### src/rtl/hub75_pkg.sv
// Shared constants, state encodings and bus layouts for the HUB75 panel-side receiver.
package hub75_pkg;

    localparam int unsigned WIDTH       = 64;
    localparam int unsigned ROWS        = 32;
    localparam int unsigned SYNC_STAGES = 2;
    localparam int unsigned ADDR_W      = 5;
    localparam int unsigned RGB_W       = 3;

    localparam int unsigned RGB_R = 0;
    localparam int unsigned RGB_G = 1;
    localparam int unsigned RGB_B = 2;

    localparam logic [0:0] IDLE  = 1'b0;
    localparam logic [0:0] DRAIN = 1'b1;

    typedef logic [RGB_W-1:0] rgb_t;

    // Raw HUB75 lines as one vector so they share a single synchronizer
    typedef struct packed {
        rgb_t              rgb1;
        rgb_t              rgb0;
        logic [ADDR_W-1:0] addr;
        logic              blank;
        logic              latch;
        logic              sclk;
    } hub_bus_t;

    localparam int unsigned HUB_W     = $bits(hub_bus_t);
    localparam int unsigned SCLK_BIT  = 0;
    localparam int unsigned LATCH_BIT = 1;

endpackage

### src/rtl/hub75_sync.sv
// Multi-bit input synchronizer with rising-edge detect on the SCLK and LATCH bits.
module hub75_sync
    import hub75_pkg::*;
#(
    parameter int unsigned W         = HUB_W,
    parameter int unsigned STAGES    = SYNC_STAGES,
    parameter int unsigned SCLK_IDX  = SCLK_BIT,
    parameter int unsigned LATCH_IDX = LATCH_BIT
) (
    input  logic         clk,
    input  logic         resetn,
    input  logic [W-1:0] async_i,
    output logic [W-1:0] sync_o,
    output logic         sclk_rise_c,
    output logic         latch_rise_c
);

    logic [W-1:0] stage_q [STAGES];
    logic [1:0]   prev_q;

    always_ff @(posedge clk) begin
        if (!resetn) begin
            for (int i = 0; i < int'(STAGES); i++) begin
                stage_q[i] <= '0;
            end
            prev_q <= '0;
        end else begin
            stage_q[0] <= async_i;
            for (int i = 1; i < int'(STAGES); i++) begin
                stage_q[i] <= stage_q[i-1];
            end
            prev_q <= {stage_q[STAGES-1][LATCH_IDX], stage_q[STAGES-1][SCLK_IDX]};
        end
    end

    assign sync_o       = stage_q[STAGES-1];
    assign sclk_rise_c  = sync_o[SCLK_IDX]  & ~prev_q[0];
    assign latch_rise_c = sync_o[LATCH_IDX] & ~prev_q[1];

endmodule

### src/rtl/hub75_rx.sv
// HUB75 receiver: captures shifted row pairs, commits them on LATCH and drains them as pixel beats.
module hub75_rx #(
    parameter int unsigned WIDTH       = 64,
    parameter int unsigned ROWS        = 32,
    parameter int unsigned SYNC_STAGES = 2
) (
    input  logic       clk,
    input  logic       resetn,
    input  logic       hub_sclk,
    input  logic       hub_latch,
    input  logic       hub_blank,
    input  logic [4:0] hub_addr,
    input  logic [2:0] hub_rgb0,
    input  logic [2:0] hub_rgb1,
    output logic       px_valid,
    input  logic       px_ready,
    output logic [5:0] px_x,
    output logic [5:0] px_y,
    output logic [2:0] px_rgb,
    output logic       row_done,
    output logic       overrun,
    output logic       len_err,
    output logic       blanked
);
    import hub75_pkg::*;

    localparam int unsigned XW = $clog2(WIDTH);
    localparam int unsigned CW = $clog2(WIDTH + 2);
    localparam int unsigned BW = XW + 1;

    hub_bus_t bus_async;
    hub_bus_t bus_s;
    logic     sclk_rise;
    logic     latch_rise;

    logic [WIDTH-1:0][2:0] sh0_q, sh0_d, sh1_q, sh1_d;
    logic [WIDTH-1:0][2:0] dr0_q, dr0_d, dr1_q, dr1_d;
    logic [CW-1:0]         col_q, col_d, col_inc;
    logic [4:0]            row_q, row_d;
    logic [0:0]            state_q, state_d;
    logic [BW-1:0]         beat_q, beat_d, nxt_b;
    logic                  load_out;
    logic                  half;
    logic [XW-1:0]         xi;

    logic       valid_q, valid_d;
    logic [5:0] x_q, x_d, y_q, y_d;
    logic [2:0] rgb_q, rgb_d;
    logic       row_done_q, row_done_d;
    logic       overrun_q, overrun_d;
    logic       len_err_q, len_err_d;
    logic       blanked_q, blanked_d;

    assign bus_async = {hub_rgb1, hub_rgb0, hub_addr, hub_blank, hub_latch, hub_sclk};

    hub75_sync #(
        .W        (HUB_W),
        .STAGES   (SYNC_STAGES),
        .SCLK_IDX (SCLK_BIT),
        .LATCH_IDX(LATCH_BIT)
    ) u_sync (
        .clk         (clk),
        .resetn      (resetn),
        .async_i     (bus_async),
        .sync_o      (bus_s),
        .sclk_rise_c (sclk_rise),
        .latch_rise_c(latch_rise)
    );

    // Capture path runs in every state; drain path presents one beat at a time
    always_comb begin
        sh0_d      = sh0_q;
        sh1_d      = sh1_q;
        dr0_d      = dr0_q;
        dr1_d      = dr1_q;
        col_inc    = col_q;
        col_d      = col_q;
        row_d      = row_q;
        state_d    = state_q;
        beat_d     = beat_q;
        nxt_b      = beat_q;
        load_out   = 1'b0;
        half       = 1'b0;
        xi         = '0;
        valid_d    = valid_q;
        x_d        = x_q;
        y_d        = y_q;
        rgb_d      = rgb_q;
        row_done_d = 1'b0;
        overrun_d  = 1'b0;
        len_err_d  = 1'b0;
        blanked_d  = bus_s.blank;

        if (sclk_rise) begin
            sh0_d   = {bus_s.rgb0, sh0_q[WIDTH-1:1]};
            sh1_d   = {bus_s.rgb1, sh1_q[WIDTH-1:1]};
            col_inc = (col_q == CW'(WIDTH + 1)) ? col_q : col_q + CW'(1);
        end
        col_d = col_inc;

        // A same-cycle SCLK edge is already folded into sh*_d and col_inc
        if (latch_rise) begin
            col_d = '0;
            if (state_q == IDLE) begin
                dr0_d     = sh0_d;
                dr1_d     = sh1_d;
                row_d     = bus_s.addr;
                len_err_d = (col_inc != CW'(WIDTH));
                state_d   = DRAIN;
                beat_d    = '0;
            end else begin
                overrun_d = 1'b1;
            end
        end

        if (state_q == DRAIN) begin
            if (!valid_q) begin
                load_out = 1'b1;
            end else if (px_ready) begin
                if (beat_q == BW'(2 * WIDTH - 1)) begin
                    state_d    = IDLE;
                    valid_d    = 1'b0;
                    row_done_d = 1'b1;
                end else begin
                    nxt_b    = beat_q + BW'(1);
                    beat_d   = nxt_b;
                    load_out = 1'b1;
                end
            end
        end

        if (load_out) begin
            half    = nxt_b[XW];
            xi      = nxt_b[XW-1:0];
            valid_d = 1'b1;
            x_d     = 6'(xi);
            y_d     = half ? 6'(row_q) + 6'(ROWS) : 6'(row_q);
            rgb_d   = half ? dr1_q[xi] : dr0_q[xi];
        end
    end

    always_ff @(posedge clk) begin
        if (!resetn) begin
            sh0_q      <= '0;
            sh1_q      <= '0;
            dr0_q      <= '0;
            dr1_q      <= '0;
            col_q      <= '0;
            row_q      <= '0;
            state_q    <= IDLE;
            beat_q     <= '0;
            valid_q    <= 1'b0;
            x_q        <= '0;
            y_q        <= '0;
            rgb_q      <= '0;
            row_done_q <= 1'b0;
            overrun_q  <= 1'b0;
            len_err_q  <= 1'b0;
            blanked_q  <= 1'b0;
        end else begin
            sh0_q      <= sh0_d;
            sh1_q      <= sh1_d;
            dr0_q      <= dr0_d;
            dr1_q      <= dr1_d;
            col_q      <= col_d;
            row_q      <= row_d;
            state_q    <= state_d;
            beat_q     <= beat_d;
            valid_q    <= valid_d;
            x_q        <= x_d;
            y_q        <= y_d;
            rgb_q      <= rgb_d;
            row_done_q <= row_done_d;
            overrun_q  <= overrun_d;
            len_err_q  <= len_err_d;
            blanked_q  <= blanked_d;
        end
    end

    assign px_valid = valid_q;
    assign px_x     = x_q;
    assign px_y     = y_q;
    assign px_rgb   = rgb_q;
    assign row_done = row_done_q;
    assign overrun  = overrun_q;
    assign len_err  = len_err_q;
    assign blanked  = blanked_q;

endmodule

### config.mk
export PLATFORM = sky130hd
export DESIGN_NAME = hub75_rx
export DESIGN_NICKNAME = d
export VERILOG_FILES = /design/src/rtl/hub75_pkg.sv /design/src/rtl/hub75_sync.sv /design/src/rtl/hub75_rx.sv
export SDC_FILE = /design/constraint.sdc
export NUM_CORES = 1
export LEC_CHECK = 0
export CAP_MARGIN = 5
export CORE_MARGIN = 2
export CORE_UTILIZATION = 30
export DETAILED_ROUTE_END_ITERATION = 16
export PLACE_DENSITY = 0.55
export SYNTH_ARGS = -nofsm -noshare
export SYNTH_HDL_FRONTEND = slang
export SYNTH_SLANG_ARGS = --single-unit
### constraint.sdc
create_clock -name clk -period 3.4 [get_ports clk]
set_input_delay 0.34 -clock clk [delete_from_list [all_inputs] [get_ports clk]]
set_output_delay 0.34 -clock clk [all_outputs]
set_load 0.02 [all_outputs]
* After elaboration in Yosys (flattened, before gate mapping)
Memories as Yosys holds them, arrays and structs flattened.
Cells that the tools add are included.
W data, S select, Z words.
** Storage, ports and cells
- Bits in read-only memories :: 0
- Input bits :: 17
- Memories kept :: 1
- Register bits :: 810
- Bits in writable memories :: 28
- Output and inout bits :: 20
- Bits in latches :: 0
** Cells by class
- Shift operators :: 0
- Magnitude comparators :: 1
- Eq/ne operators :: 3
- Add/sub/neg operators :: 3
- Reduce and logical (&&, ||, !) cells :: 6
- Bitwise logic cells :: 9
- Div/mod/pow operators :: 0
- Multiplexer cells :: 39
- $mul :: 0
** Memory list
- u_sync.stage_q :: depth 2, width 14, read ports 2, clocked after Yosys merged registers in 0, wr ports 2, RTL line hub75_sync.sv:18 : logic [W-1:0] stage_q [STAGES];
** Operator list (number)
- $mux W192 :: 2
- $mux W7 :: 12
- $bmux W3 S6 :: 2
- $mux W14 :: 2
- $mux W1 :: 17
- $add A7 B1 Y7 const B :: 2
- $eq A7 B7 Y1 const B :: 2
- $mux W3 :: 3
- $lt A6 B7 Y1 const B :: 1
- $ne A7 B7 Y1 const B :: 1
- $add A5 B6 Y6 const B :: 1
- $mux W6 :: 1
- $not A1 Y1 :: 5
- $reduce_and A2 Y1 :: 2
- $reduce_and A4 Y1 :: 1
- $reduce_or A3 Y1 :: 1
- $and A1 B1 Y1 :: 2
- $or A1 B1 Y1 :: 2
- $reduce_bool A2 Y1 :: 1
- $reduce_or A2 Y1 :: 1

* Longest topological paths before layout
Gate-level depths: netlist of run 1.
- Word-level depth :: 8
- Gate-level depth with buffers :: 14

* Cells and area by module
Synthesis of run 1 repeated with hierarchy kept, for this count alone.
** Unflattened totals
- Cell total of the unflattened synthesis :: 3373
- Area total of the unflattened synthesis :: 32057.0 um^2
** By module, submodules not included
- hub75_rx :: cells each 3294, area an instance 31127.4 um^2, seq. area each 16175.5 um^2, times used 1
- hub75_sync :: cells each 79, area an instance 929.6 um^2, seq. area each 600.6 um^2, times used 1

* Worst setup path after synthesis of run 1
Ideal clock, no wire load.
- Path kind :: flip-flop to flip-flop
- Start :: reg beat_q[0]
- End :: reg rgb_q[0], in the netlist px_rgb[0]
- Library setup time :: 138 ps
- Buffers on the path :: 1
- Arrival :: 2694 ps
- Clock period less this slack :: 2832 ps
- Path slack :: 568 ps
- Cell stages (with the launch flop) :: 12
- Cells stage by stage :: dfxtp_1 -> ha_1 -> and4_1 -> buf_6 -> a21oi_4 -> mux2i_4 -> mux2_2 -> o22ai_1 -> a221oi_1 -> mux2_2 -> o211ai_1 -> a41oi_1
** Between the ends
- Cells in the longest elaborated chain, start to end :: 8
** RTL lines
- start: declaration :: RTL line hub75_rx.sv:41 : logic [BW-1:0] beat_q, beat_d, nxt_b;
- start signal: assignment :: RTL line hub75_rx.sv:168 : beat_q <= beat_d;
- $add A7 B1 Y7 / $eq A7 B7 Y1 (equally long branches) :: RTL line hub75_rx.sv:125, hub75_rx.sv:120
- $mux W7 :: RTL line hub75_rx.sv:120 : if (beat_q == BW'(2 * WIDTH - 1)) begin
- $mux W7 :: RTL line hub75_rx.sv:119 : end else if (px_ready) begin
- $mux W7 :: RTL line hub75_rx.sv:117 : if (!valid_q) begin
- $mux W7 :: RTL line hub75_rx.sv:116 : if (state_q == DRAIN) begin
- $bmux W3 S6 :: RTL line hub75_rx.sv:138 : rgb_d = half ? dr1_q[xi] : dr0_q[xi];
- $mux W3 (implied by the code) :: RTL line hub75_rx.sv:138
- $mux W3 :: RTL line hub75_rx.sv:138
- end signal: assignment :: RTL line hub75_rx.sv:172 : rgb_q <= rgb_d;
- end: declaration :: RTL line hub75_rx.sv:48 : logic [2:0] rgb_q, rgb_d;
Parallel ways exist; a longest one is shown, timed or not. The select of a mux whose other input is x is not followed.
A chain may end at the register's enable or synchronous reset.

* Final worst setup path of run 1
- Start :: reg beat_q[2]
- End :: reg rgb_q[1], in the netlist px_rgb[1]
Same word-level chain as after synthesis.

==> reports/qor.txt, run 1 <==
CTS buffer count - 91
Post-synthesis instance area - 31300 um2
Min Clock Period, post-route - 3.18 ns
Met2 usage - 20.9%
Layout area overhead - 17.5%
DIE HEIGHT - 327 um
Port Buffers - 36
RSZ-0062 raised after global routing - no
FP Rows - 118
Yosys reg bits - 838
Vias - 22679
Lkg Pwr - 15.0 nW
Fin. Hold Viols - 0
Total clock sinks - 838
Final Cycle Share - 93.5%
Clock Path Buffers - 3
Yosys top cell by area - dfxtp_1
Initial Util - 30.2%
Layout net count - 3268
Largest net degree at the start of global routing - 230
CP max stage cell - dfxtp_1
Grt ovf - 0
# H-tree levels - 3
Initial antenna violation count - 0
Critical Path Fanout Max - 16
Setup TNS - 0 ns
Status - finished clean
Worst-path clk slew - 0.06 ns
GP Congestion - 0.809
Asr flop ratio synth - 0%
ANT cells - 0
Clock Latency Late Sink - 0.66 ns
Fin. max-slew vios - 0
Post-route cell area - 36800 um2
HP Class - in2reg
Post-CTS Hold Buffers - 0
YS warnings - 0
1st-iter DRT viols - 1377
Most frequent CP cell - buf_4
Slew headroom - 30.2%
Number of buffers and inverters on the critical path - 4
GRT busiest layer - met2
Vias in the first global route - 21499
CTS root buf - clkbuf_16
First-pass GRT wire length - 120 mm
Top_reg_cell synth - dfxtp_1
Routed wire length - 74.0 mm
Top Ports - 37
Seq/Total Area, Yosys - 53.6%
Ranking of synthesized cells by area - dfxtp_1 54%, mux2i_1 13%, nor2_1 10%
Max Cap Viol - 0
DP Area - 33600 um2
Cell Chain, Critical Path - and4_1 > buf_4 > nand2_1 > a2bb2oi_4 > buf_4 > buf_4 > buf_12 > o22ai_1 > nor3_1 > o31ai_1 > nor4_1 > a21oi_1 > a31oi_1
Post-synth EDFFs - 0
CP Data Arrival Time - 3.75 ns
Worst EP required - 3.97 ns
Fmax - 315 MHz
Vias/cell - 4.83
CP Capture Type - register
Core ar. - 103000 um2
Worst-case clock skew - 0.0343 ns
DPL Wire Length - 47.1 mm
Met3 global-route usage - 2.28%
Crit path launch type - register
Fraction of layout cells with a size suffix above 1 - 9.13%
Finish-stage setup viols - 0
Syn_nets - 3293
Top-area cell type share of the netlist area - 53.6%
Peak supply drop - 0.461 mV
DRC Markers - 0
Pwr/cell area - 578 nW/um2
Gr usage total - 13.6%
DIE AREA - 107000 um2
Synth unique cells - 66
CTS tree - built
Drt wl/cell - 15.7 um
Max stage delay on crit path - 0.47 ns
TritonRoute pass-1 iters - 5
Met1 usage in global routing - 19.3%
Synthesized instance count - 3273
WS Path Type - reg2reg
Crit-path leading delay family - simple AND/OR/NAND/NOR gates
Die width - 327 um
Hold Slack - 0.268 ns
ANT nets after route - 0
Worst slew pin tran - 1.05 ns
Mapped Avg Cell Area - 9.56 um2
## cell type report
| cell class | instances | area, um2 |
|---|---|---|
| sequential | 838 | 16800 |
| fill | 10386 | 66700 |
| timing repair buffer | 164 | 1720 |
| tap | 1380 | 1730 |
| inverter | 7 | 33.8 |
| clock inverter | 28 | 368 |
| clock buffer | 136 | 2740 |
| multi-input combinational | 2146 | 13400 |
## report_power, final
part           leakage (nW)  total (mW)  internal [mW]  switching [mW]
Sequential             6.80        10.2           10.1           0.158
Clock                  1.52        10.0           5.97            4.04
Combinational          6.66       0.989          0.395           0.594
## worst reg2reg max path, stage by stage (launching register included)
cell and delay [ns]:
dfxtp_1 0.47, and4_1 0.33, buf_4 0.18, nand2_1 0.18
a2bb2oi_4 0.31, buf_4 0.19, buf_4 0.24, buf_12 0.19
o22ai_1 0.09, nor3_1 0.25, o31ai_1 0.11, nor4_1 0.31
a21oi_1 0.07, a31oi_1 0.17
## layout by cell type (no fill, tap or decap), types with 10 or more instances in the layout
cell type	n
a211oi_1	390
a21oi_1	31
and2_1	35
buf_12	32
buf_4	96
clkbuf_1	18
clkbuf_16	93
clkbuf_8	25
clkdlybuf4s50_1	36
clkinv_2	13
dfxtp_1	838
mux2i_1	396
nand2_1	43
nand3_1	10
nor2_1	833
nor3_1	67
nor4_1	13
o21ai_0	34
o221ai_1	28
o22ai_1	154
## flip-flops by register name, indices dropped and copies added, names as in the netlist, 6 cells and up
register / flops
beat_q: 7
px_x: 6
col_q: 7
px_y: 6
dr1_q: 192
u_sync.stage_q: 28
dr0_q: 192
sh1_q: 192
sh0_q: 192
## timing repair
action                     in CTS  in global routing
buffers inserted                0                  4
gates resized for setup         0                  1
setup endpoints to repair       0                  2
## Yosys cell counts, types with 3 or more instances
| cell | number |
|---|---|
| o21ai_0 | 34 |
| a21oi_1 | 31 |
| mux2i_1 | 396 |
| o31ai_1 | 6 |
| o21ai_1 | 3 |
| mux2_2 | 5 |
| inv_1 | 6 |
| a211oi_1 | 390 |
| a221oi_1 | 4 |
| buf_1 | 43 |
| nor4_1 | 14 |
| ha_1 | 3 |
| o22ai_1 | 154 |
| and3_1 | 3 |
| o221ai_1 | 28 |
| clkbuf_1 | 195 |
| dfxtp_1 | 838 |
| xor2_1 | 5 |
| buf_4 | 8 |
| nor3_1 | 67 |
| buf_6 | 4 |
| xnor2_1 | 6 |
| nor2_1 | 834 |
| nor2b_1 | 5 |
| or4_1 | 3 |
| nand2_1 | 43 |
| or3_1 | 8 |
| nand2b_1 | 5 |
| a31oi_1 | 3 |
| nand3_1 | 10 |
| buf_2 | 32 |
| nand4_1 | 7 |
| o211ai_1 | 3 |
| and2_1 | 35 |
## metal layers
| layer | vias up | wire (um) |
|---|---|---|
| met3 | 95 | 2630 |
| li1 | 11642 | - |
| met5 | - | 0 |
| met1 | 10623 | 37200 |
| met2 | 319 | 32600 |
| met4 | 0 | 1570 |
## worst paths after layout
check,startpoint,cells after the start,to,slack [ns]
max reg2reg,beat_q[2]$_SDFF_PN0_,13,px_rgb[1]$_SDFFE_PN0P_,0.22
max,beat_q[2]$_SDFF_PN0_,13,px_rgb[1]$_SDFFE_PN0P_,0.22
min reg2reg,u_sync.stage_q[0][20]$_SDFF_PN0_,2,row_q[3]$_SDFFE_PN0P_,0.43
min,hub_blank,2,u_sync.stage_q[0][2]$_SDFF_PN0_,0.27
## metrics by stage
step / cells / power, mW / utilization (%) / setup WS, ns
after floorplan: 3273 / 11.2 / - / 0.568
after global placement: 4531 / 11.4 / 32.5 / -0.210
after detailed placement: 4531 / 11.5 / 32.5 / -0.218
after CTS: 4695 / 21.5 / 35.5 / 0.189
after global routing: 4699 / 22.1 / 35.5 / 0.000715
final: 4699 / 21.2 / 35.5 / 0.221
## cells by family (layout without fill, tap and decap cells)
family | count (synthesis) | count (layout) | share of synthesized area [%]
mux | 403 | 403 | 13.0
compound gates | 683 | 683 | 15.5
simple gates | 1045 | 1045 | 13.6
fa+ha+maj | 3 | 3 | 0.120
xor+xnor | 12 | 12 | 0.360
flops | 838 | 838 | 53.6
buf+inv | 289 | 335 | 3.79
Power figures use the tool's default switching activity.
==> run 2, diff against run 1 <==
--- a/config.mk
+++ b/config.mk
@@ -5,6 +5,7 @@
 export SDC_FILE = /design/constraint.sdc
 export NUM_CORES = 1
 export LEC_CHECK = 0
+export ABC_CLOCK_PERIOD_IN_PS = 3400
 export CAP_MARGIN = 5
 export CORE_MARGIN = 2
 export CORE_UTILIZATION = 30
==> results of run 2 <==
No change in the layout: final DEF, timing and power equal those of run 1.
==> run 3, diff against run 2 <==
--- a/config.mk
+++ b/config.mk
@@ -7,10 +7,13 @@
 export LEC_CHECK = 0
 export ABC_CLOCK_PERIOD_IN_PS = 3400
 export CAP_MARGIN = 5
+export CELL_PAD_IN_SITES_DETAIL_PLACEMENT = 0
+export CELL_PAD_IN_SITES_GLOBAL_PLACEMENT = 2
 export CORE_MARGIN = 2
 export CORE_UTILIZATION = 30
+export CTS_CLUSTER_SIZE = 28
 export DETAILED_ROUTE_END_ITERATION = 16
-export PLACE_DENSITY = 0.55
+export PLACE_DENSITY = 0.72
 export SYNTH_ARGS = -nofsm -noshare
 export SYNTH_HDL_FRONTEND = slang
 export SYNTH_SLANG_ARGS = --single-unit
==> run 3 against run 2 <==
Power is 2.7% higher. Worst hold slack better by 0.010 ns. Final area is 0.80% higher. Routed wire length is 7.8% higher. Clock-buffer cell count is 3 lower. Highest routed layer unchanged. Critical path type unchanged. Combinational power hardly changed.
==> reports/qor.txt, run 3 (synthesis results as in run 1) <==
TritonRoute pass-1 iters - 5
Worst Reg-to-Reg Cells - 13
ANT cells - 0
Core ar. - 103000 um2
Total power draw - 21.8 mW
Fin. max-slew vios - 0
Die width - 327 um
NetSw - 4.87 mW
DRC Markers - 0
Status - finished clean
Critical Path Fanout Max - 9
Fraction of layout cells with a size suffix above 1 - 9.67%
First-pass GRT wire length - 129 mm
Fin. Hold Viols - 0
Drt wl/cell - 16.9 um
Final Cycle Share - 94.3%
Net Sw Frac - 22.3%
# H-tree levels - 3
Gr usage total - 14.8%
Top Ports - 37
Clock network fraction of design power - 48.4%
Slew headroom - 50.6%
Worst EP required - 3.97 ns
CTS root buf - clkbuf_16
Sequential share of power - 46.9%
WHS Path Cells - 2
Worst setup margin - 0.195 ns
CP Capture Type - register
Combinational Power Share - 4.6%
Int Power - 16.9 mW
RSZ-0062 raised after global routing - no
Initial Util - 30.2%
WS Path Type - reg2reg
Total clock sinks - 838
Min Clock Period, post-route - 3.20 ns
Worst slew pin tran - 0.741 ns
CTS tree - built
DIE HEIGHT - 327 um
Worst-path clk slew - 0.06 ns
Finish-stage setup viols - 0
HP Class - in2reg
Vias - 22822
Pwr/cell area - 589 nW/um2
CTS buffer count - 92
Place WS - -0.154 ns
Routed wire length - 79.8 mm
Worst-case clock skew - 0.0281 ns
Crit path launch type - register
Layout net count - 3282
Largest net degree at the start of global routing - 149
Layout area overhead - 18.4%
Port Buffers - 36
DIE AREA - 107000 um2
Grt ovf - 0
Initial antenna violation count - 1
Fillers - 10494
Max Cap Viol - 0
FP Rows - 118
Most frequent cells in the layout - 838 x dfxtp_1, 833 x nor2_1, 396 x mux2i_1, 390 x a211oi_1, 154 x o22ai_1
Vias/cell - 4.84
Vias in the first global route - 22410
Clock Latency Late Sink - 0.64 ns
Commonest non-fill, non-tap cell in the layout - dfxtp_1
Fmax - 312 MHz
GP Congestion - 0.782
Clock Path Buffers - 3
CP Data Arrival Time - 3.77 ns
Peak supply drop - 0.345 mV
DPL Wire Length - 51.5 mm
ANT nets after route - 0
Lkg Pwr - 15.2 nW
1st-iter DRT viols - 1286
## run 3: what timing repair did
action	in CTS	in global routing
setup buffers	0	6
endpoints found under the setup margin	0	2
hold buffers	0	0
resized for setup	0	1
## run 3: worst paths after layout
path                                                      start                               end  slack (ns)
worst max-delay path                       beat_q[0]$_SDFF_PN0_            px_rgb[0]$_SDFFE_PN0P_        0.20
worst min-delay path                                hub_rgb1[0]  u_sync.stage_q[0][11]$_SDFF_PN0_        0.28
worst max register to register             beat_q[0]$_SDFF_PN0_            px_rgb[0]$_SDFFE_PN0P_        0.20
worst min register to register  u_sync.stage_q[0][5]$_SDFF_PN0_  u_sync.stage_q[0][19]$_SDFF_PN0_        0.43
## run 3: power by group through the flow
stage	Clock (mW)	Sequential, mW	Combinational [mW]
5_1_grt	11.3	10.3	1.13
2_1_floorplan	0	10.4	0.760
6_report	10.6	10.2	1.01
3_3_place_gp	0	10.5	1.01
4_1_cts	10.9	10.2	1.02
3_5_place_dp	0	10.5	1.02
## run 3: worst max-delay path, cell delays in order, from the launching register on
cell and delay [ns]:
dfxtp_1 0.31, ha_1 0.22, and4_1 0.25, a21oi_4 0.29
buf_4 0.17, a2bb2oi_4 0.20, buf_4 0.23, buf_4 0.13
nor2_1 0.04, nor4_2 0.33, a221oi_1 0.12, a211oi_1 0.48
o31ai_1 0.15, a41oi_1 0.19
## run 3: layer usage
layer  GRT usage [%]  routed length (um)
met1            21.7               41300
met2            22.3               34000
met3            2.19                2830
met4            4.62                1690
met5               0                   0
## run 3: through the flow
stage	util, %	area, um2	TNS (ns)	instances	hold slack [ns]
floorplan	-	31300	0	3273	0.412
global placement	32.6	33700	-0.0687	4542	0.414
detailed placement	32.6	33700	-0.253	4542	0.420
CTS	35.8	37000	0	4714	0.221
global route	35.8	37100	0	4720	0.266
finish	35.8	37100	0	4720	0.279
## run 3: layout make-up
| cell class | instances | area (um2) | share of cell area, % |
|---|---|---|---|
| sequential | 838 | 16800 | 45.3 |
| inverter | 7 | 33.8 | 0.0911 |
| clock buffer | 133 | 2710 | 7.31 |
| tap | 1380 | 1730 | 4.66 |
| clock inverter | 39 | 546 | 1.47 |
| timing repair buffer | 177 | 1860 | 5.01 |
| multi-input combinational | 2146 | 13400 | 36.2 |
